File: src/rtl/RSA_pkg.sv
// RSA_pkg: shared RSA types (operand width, key type, arbiter FSM state, latched job)
package RSA_pkg;
    localparam int MOD_WIDTH = 32;
    typedef logic [MOD_WIDTH-1:0] KeyType;
    typedef enum logic [1:0] {
        IDLE  = 2'd0,
        ISSUE = 2'd1,
        WAIT  = 2'd2,
        RESP  = 2'd3
    } ArbState_t;
    typedef struct packed {
        KeyType base;
        KeyType msg;
        KeyType key;
        KeyType modulus;
    } RsaJob_t;
endpackage

File: src/rtl/rr_pick.sv
// rr_pick: combinational round-robin picker, first set req bit scanning from rr_ptr upward with wrap
//   req    : request vector
//   rr_ptr : highest-priority index this cycle
//   found  : any request set
//   idx    : winning index (0 when nothing is found)
module rr_pick #(
    parameter int N = 4,
    parameter int W = $clog2(N)
) (
    input  logic [N-1:0] req,
    input  logic [W-1:0] rr_ptr,
    output logic         found,
    output logic [W-1:0] idx
);
    logic [W-1:0] c;
    // Scan from the farthest offset down so the nearest-to-pointer request wins last.
    always_comb begin
        found = |req;
        idx = '0;
        c = '0;
        for (int i = N - 1; i >= 0; i--) begin
            c = W'((int'(rr_ptr) + i) % N);
            if (req[c]) idx = c;
        end
    end
endmodule

File: src/rtl/rsa_mont_arbiter.sv
// rsa_mont_arbiter: round-robin sharing of one RSA modexp engine among N_REQ job sources
//   clk, rst (async, active-low)
//   req_valid/req_ready + req_base/msg/key/modulus : per-requester job input
//   rsp_valid/rsp_ready + rsp_crypto               : per-requester result, data broadcast
//   eng_i_valid/eng_i_ready + eng_base/msg/key/modulus : job to engine
//   eng_o_valid/eng_o_ready + eng_crypto           : result from engine
//   busy : FSM not in IDLE
//   RSA_ARB_STATS_EN adds done_count (per-requester saturating) and busy_cycles (wrapping)
module rsa_mont_arbiter
    import RSA_pkg::*;
#(
    parameter int   N_REQ = 4,
    localparam int  GW    = $clog2(N_REQ)
) (
    input  logic                            clk,
    input  logic                            rst,
    input  logic [N_REQ-1:0]                req_valid,
    output logic [N_REQ-1:0]                req_ready,
    input  logic [N_REQ-1:0][MOD_WIDTH-1:0] req_base,
    input  logic [N_REQ-1:0][MOD_WIDTH-1:0] req_msg,
    input  logic [N_REQ-1:0][MOD_WIDTH-1:0] req_key,
    input  logic [N_REQ-1:0][MOD_WIDTH-1:0] req_modulus,
    output logic [N_REQ-1:0]                rsp_valid,
    input  logic [N_REQ-1:0]                rsp_ready,
    output logic [MOD_WIDTH-1:0]            rsp_crypto,
    output logic                            eng_i_valid,
    input  logic                            eng_i_ready,
    output logic [MOD_WIDTH-1:0]            eng_base,
    output logic [MOD_WIDTH-1:0]            eng_msg,
    output logic [MOD_WIDTH-1:0]            eng_key,
    output logic [MOD_WIDTH-1:0]            eng_modulus,
    input  logic                            eng_o_valid,
    output logic                            eng_o_ready,
    input  logic [MOD_WIDTH-1:0]            eng_crypto,
    output logic                            busy
`ifdef RSA_ARB_STATS_EN
    ,
    output logic [N_REQ-1:0][15:0]          done_count,
    output logic [31:0]                     busy_cycles
`endif
);
    ArbState_t     state;
    logic [GW-1:0] rr_ptr;
    logic [GW-1:0] grant;
    logic [GW-1:0] pick_idx;
    logic          pick_found;
    logic          req_fire;
    logic          rsp_fire;
    RsaJob_t       job;
    KeyType        result;

    rr_pick #(.N(N_REQ)) u_pick (
        .req    (req_valid),
        .rr_ptr (rr_ptr),
        .found  (pick_found),
        .idx    (pick_idx)
    );

    always_comb begin
        req_fire    = state == IDLE && pick_found;
        rsp_fire    = state == RESP && rsp_ready[grant];
        req_ready   = req_fire ? N_REQ'(1) << pick_idx : '0;
        rsp_valid   = state == RESP ? N_REQ'(1) << grant : '0;
        rsp_crypto  = result;
        eng_i_valid = state == ISSUE;
        eng_o_ready = state == WAIT;
        busy        = state != IDLE;
        eng_base    = job.base;
        eng_msg     = job.msg;
        eng_key     = job.key;
        eng_modulus = job.modulus;
    end

    always_ff @(posedge clk or negedge rst) begin
        if (!rst) begin
            state  <= IDLE;
            rr_ptr <= '0;
            grant  <= '0;
            job    <= '0;
            result <= '0;
        end else begin
            case (state)
                IDLE: if (req_fire) begin
                    grant <= pick_idx;
                    job   <= '{base: req_base[pick_idx], msg: req_msg[pick_idx],
                               key: req_key[pick_idx], modulus: req_modulus[pick_idx]};
                    state <= ISSUE;
                end
                ISSUE: if (eng_i_ready) state <= WAIT;
                WAIT: if (eng_o_valid) begin
                    result <= eng_crypto;
                    state  <= RESP;
                end
                RESP: if (rsp_fire) begin
                    // Pointer moves past the requester just served so it drops to lowest priority.
                    rr_ptr <= GW'((int'(grant) + 1) % N_REQ);
                    state  <= IDLE;
                end
            endcase
        end
    end

`ifdef RSA_ARB_STATS_EN
    always_ff @(posedge clk or negedge rst) begin
        if (!rst) begin
            done_count  <= '0;
            busy_cycles <= '0;
        end else begin
            busy_cycles <= busy_cycles + 32'(busy);
            if (rsp_fire && done_count[grant] != 16'hFFFF) done_count[grant] <= done_count[grant] + 16'd1;
        end
    end
`endif
endmodule

File: config.mk
export PLATFORM = sky130hd
export DESIGN_NAME = rsa_mont_arbiter
export DESIGN_NICKNAME = d
export VERILOG_FILES = /design/src/rtl/RSA_pkg.sv /design/src/rtl/rr_pick.sv /design/src/rtl/rsa_mont_arbiter.sv
export SDC_FILE = /design/constraint.sdc
export NUM_CORES = 1
export LEC_CHECK = 0
export CAP_MARGIN = 0
export CORE_AREA = 8 8 278 280
export DETAILED_ROUTE_END_ITERATION = 8
export DIE_AREA = 0 0 286 288
export PLACE_DENSITY = 0.49
export SETUP_SLACK_MARGIN = 0.05
export SYNTH_ARGS = -nofsm -noshare
export SYNTH_HDL_FRONTEND = slang
export SYNTH_SLANG_ARGS = --single-unit
File: constraint.sdc
create_clock -name clk -period 2.8 [get_ports clk]
set_input_delay 0.7 -clock clk [delete_from_list [all_inputs] [get_ports clk]]
set_output_delay 0.7 -clock clk [all_outputs]
set_load 0.05 [all_outputs]
== After elaboration in Yosys (flattened, before gate mapping) ==
Cells that the tools add are included.
Storage, ports and cells
  output and inout bits: 171
  logic and storage cells: 65
  memory bits (read-only): 0
  RAM bits: 0
  register bits: 166
  latch bits: 0
  input bits: 556
  memories: 0
Cells by class
  bitwise operators: 0
  multiply operators: 0
  add/sub/neg operators: 4
  order comparisons: 6
  muxes and demuxes: 29
  div/mod/pow operators: 0
  reductions and logical operators: 9
  equality and inequality tests: 7
  shift operators: 2
Operator list (count)
  binary-select mux 32 bit (select 2 bit): 4
  two-way mux 32 bit: 4
  less-than comparator 2 x 3 -> 1 bit, second input constant: 6
  two-way mux 2 bit: 8
  binary-select mux 1 bit (select 2 bit): 5
  two-way mux 4 bit: 2
  one-hot mux 2 bit (4 select lines): 1
  left shift 1 x 2 -> 4 bit, first input constant: 2
  inequality test 2 bit, second input constant: 3
  AND reduction 2 bit: 3
  two-way mux 1 bit: 5
  adder 2 x 1 -> 2 bit, second input constant: 2
  adder 2 bit, second input constant: 2
  == test 2 bit, second input constant: 2
  AND reduction 4 bit: 1
  OR reduction 4 bit: 1
  == test 2 x 1 -> 1 bit, second input constant: 1
  logical AND 1 bit: 2
  zero test 2 bit: 1
  inequality test 2 x 1 -> 1 bit, second input constant: 1
  nonzero test 2 bit: 1

== Logic depth before layout (Yosys ltp) ==
  word-level depth: 9
  depth in mapped cells: 9

== Cells and area by module ==
From an unflattened synthesis, not the netlist that was laid out.
Second synthesis, totals
  cell total of the unflattened synthesis: 556
  area total of the unflattened synthesis: 9504.1 um^2
Modules (own cells, without submodules)
  rsa_mont_arbiter: area each 9426.5 um^2, seq. area each 4154.0 um^2, instances 1, cells an instance 543
  rr_pick: area each 77.6 um^2, seq. area each 0.0 um^2, instances 1, cells an instance 13

== Worst setup path after synthesis ==
OpenSTA, ideal clock, no wires.
  path type: input -> output
  start point: input req_valid[1]
  end point: output req_ready[1]
  path slack: -0.521 ns
  stages on the path: 6
  data required time: 2.100 ns
  data arrival time: 2.621 ns
  path through: a21boi_0 o22a_2 nand2_2 buf_2 buf_1 nor3_1
On the way
  longest elaborated chain between the ends: 8
Ends and longest elaborated chain
  start, declared: RTL line rsa_mont_arbiter.sv:17  | input logic [N_REQ-1:0] req_valid,
  binary-select mux 1 bit (select 2 bit): RTL line rr_pick.sv:23  | if (req[c]) idx = c;
  two-way mux 1 bit (not written as such): RTL line rr_pick.sv:23
  two-way mux 2 bit (4 in a row): RTL line rr_pick.sv:23
  left shift 1 x 2 -> 4 bit: RTL line rsa_mont_arbiter.sv:62  | req_ready = req_fire ? N_REQ'(1) << pick_idx : '0;
  two-way mux 4 bit *: RTL line rsa_mont_arbiter.sv:62
  end, declared: RTL line rsa_mont_arbiter.sv:18  | output logic [N_REQ-1:0] req_ready,
Every way passes the cells marked *; elsewhere a longest branch is shown, timed or not. The select of a mux whose other input is x is not followed.

== Final worst setup path ==
Ends and elaborated chain as after synthesis.

==> flow_summary.ini <==
[power_and_ir_drop]
power_density_nw_per_um2 = 1049
pwr-share-seq_pct = 20.8
total_power_w = 0.02080
sw_frac_of_total_pct = 51.71
internal_power_w = 0.01004
power.share.clock_pct = 12.6
p_leak_nw = 7.916
ir_drop_v = 0.0005393
power_frac_comb_pct = 66.6
switchingPower_w = 0.01075

[clock_network]
cts_buffers = 17
clock_path_buffers = 2
clk_pin_slew_ns = 0.08
clock_tree.htree_level_count = 4
numClockSinks = 166
cts_tree = yes
clock_latency_ns = 0.48
root_buffer = clkbuf_16
cts_hold_buffers = 0

[floorplanning]
fp-row-count = 99
die_h_um = 288
fp.dieW_um = 286
start_util_pct = 13.93
dieArea_um2 = 82370
pin_count = 727
coreArea_um2 = 72590

[setup_path]
cp.arrival_ns = 2.00
critPathRequiredTime_ns = 2.10
path_class = input pin to primary output
setup.worst_path.end_class = primary output
start_kind = input pin
cp_max_fo = 3

[job]
drv_cap = 0

[global_route]
grt-ovfl-total = 0
grt_pass1_wl_um = 88410
antenna_found_initial = 9
grt_util_all_layers_pct = 14.12
grt_pass1_vias = 13360
grt_max_degree = 71

[drt]
dr_wl_met3_um = 5264
ant_nets = 0
wirelength_um = 61000
drt-pass1-iter-count = 5
vias_per_cell = 4.298
drtIter0Drc = 495
wl_met2_um = 30640
wl_per_cell_um = 21.40
drcViolationCount = 0
wl_met1_um = 23310
maxUsedRoutingLayer = met5
vias = 12250

[logic_synthesis]
synth_cell_types = 28
yosysSeqAreaShare_pct = 41.09
synth_fp_nets = 1717
netlist_instances = 1152
postSynthAreaPerCell_um2 = 8.776
netlist_area_um2 = 10110
ys_seq_elements = 166
yosys.area.top_type_share_pct = 41.09
synth.area.top_cells = dfrtp_1 (41%), a211oi_1 (19%), and3_1 (16%)
yosysWarnings = 0
yosysTopAreaCell = dfrtp_1

[hold_path]
min_path_type = input pin to asynchronous set/reset pin

[timing]
min_period_ns = 2.697
timing.final.crit_share_pct = 96.33
fmaxAchievable_mhz = 370.8
finalSetupViolCount = 0
hold_violations = 0
worst_pin_slew_ns = 0.7130
slew_headroom_pct = 52.46
rsz0062_at_grt = yes
slew_violations = 0
skew_ns = 0.01261

[placed_design]
routabilityCongestion = 0.8553
io_buffers = 726
dp_hpwl_um = 49110

[finish]
seqCellArea_um2 = 4155
layout.nets = 2440
finish.utilization_pct = 27.31
area_growth_pct = 96.06
fill_cells = 7745
drive_gt1_share_pct = 10.81
multi_input_area_um2 = 5472

[status]
status = complete, no violations
==> state kept, by name, indices dropped and copies added, names as in the netlist <==
signal and count:
eng_base 32, eng_key 32, grant 2, eng_modulus 32, rsp_crypto 32, eng_msg 32
state 2, rr_ptr 2
==> cells in the final DEF, fill, tap and decap left out, drive strengths merged, types with 2 or more instances in the layout <==
cell type / count
a211oi: 256
a21o: 2
and2: 6
and3: 257
buf: 118
clkbuf: 19
clkdlybuf4s50: 708
clkinv: 8
dfrtp: 166
diode: 3
dlygate4sd2: 4
ha: 9
inv: 16
mux2: 34
nand2: 7
nand2b: 2
nor2: 131
nor3: 130
o21ai: 4
==> per-layer routing <==
metal	up-vias	GRT usage, %
met2	513	24.63
li1	5787	-
met4	10	5.499
met5	-	0
met1	5858	15.41
met3	80	5.337
==> metrics by stage <==
step | hold WS [ns] | instance area (µm²) | instances | setup WS [ns] | setup TNS (ns)
3_5_place_dp | 0.4925 | 19140 | 2811 | -0.5691 | -28.90
2_1_floorplan | 0.4044 | 10140 | 1152 | 0.04230 | 0
5_1_grt | 0.2419 | 19820 | 2850 | 0.03986 | 0
3_3_place_gp | 0.4855 | 19140 | 2811 | -0.5548 | -29.33
6_report | 0.2339 | 19820 | 2850 | 0.1029 | 0
4_1_cts | 0.2134 | 19810 | 2846 | 0.06528 | 0
==> layout make-up <==
cell class / instances / share of cell area (%)
clock inverter: 15 / 1.092
sequential: 166 / 20.96
inverter: 9 / 0.1704
clock buffer: 17 / 2.146
multi-input combinational: 848 / 27.60
timing repair buffer: 833 / 41.93
antenna: 3 / 0.03787
tap: 959 / 6.054
==> cell usage after synthesis (all sizes together) <==
library cell	instances
and3	257
a211oi	256
dfrtp	166
nor2	131
nor3	130
clkbuf	83
buf	46
mux2	34
ha	9
inv	9
nand2	7
and2	6
o21ai	4
a21o	2
nand2b	2
a21boi	1
a21oi	1
a222oi	1
a311o	1
mux4	1
nand3	1
nor2b	1
nor4	1
o211ai	1
o22a	1
==> power groups by stage <==
stage	combinational, W	clock, W	sequential [W]
3_3_place_gp	0.0139	0	0.00435
4_1_cts	0.0140	0.00275	0.00436
5_1_grt	0.0147	0.00284	0.00450
6_report	0.0138	0.00262	0.00433
3_5_place_dp	0.0140	0	0.00440
2_1_floorplan	0.00429	0	0.00824
==> repair_timing <==
action / CTS / global route
hold endpoints to repair: 0 / 0
gates resized for setup: 15 / 5
pin swaps: 5 / 6
buffers inserted: 3 / 1
endpoints found under the setup margin: 8 / 4
==> worst paths after layout <==
kind,from,endpoint,slack (ns),cells after the start
setup / recovery,req_valid[1],req_ready[1],0.10,6
hold / removal,rst,eng_msg[8],0.23,1
setup reg to reg,rr_ptr[1],eng_modulus[1],0.44,7
hold reg to reg,rsp_crypto[26],rsp_crypto[26],0.51,1
max in group asynchronous,rst,rsp_crypto[23],1.78,2
min in group clk,rsp_crypto[26],rsp_crypto[26],0.51,1
==> cells by family after synthesis <==
group                    count (synthesis)  synth area share [%]
AO/OA/AOI/OAI                          268                 19.90
AND/OR/NAND/NOR                        536                 28.16
buffers and inverters                  138                 5.730
flip-flops                             166                 41.09
multiplexers                            35                 4.010
adder cells (fa/ha/maj)                  9                 1.114
==> worst max-delay path, cell delays in order <==
cell             delay, ns
clkdlybuf4s15_2       0.27
inv_1                 0.08
a311o_1               0.39
and2_4                0.18
nor3_4                0.21
buf_12                0.16
Power figures use the tool's default switching activity.
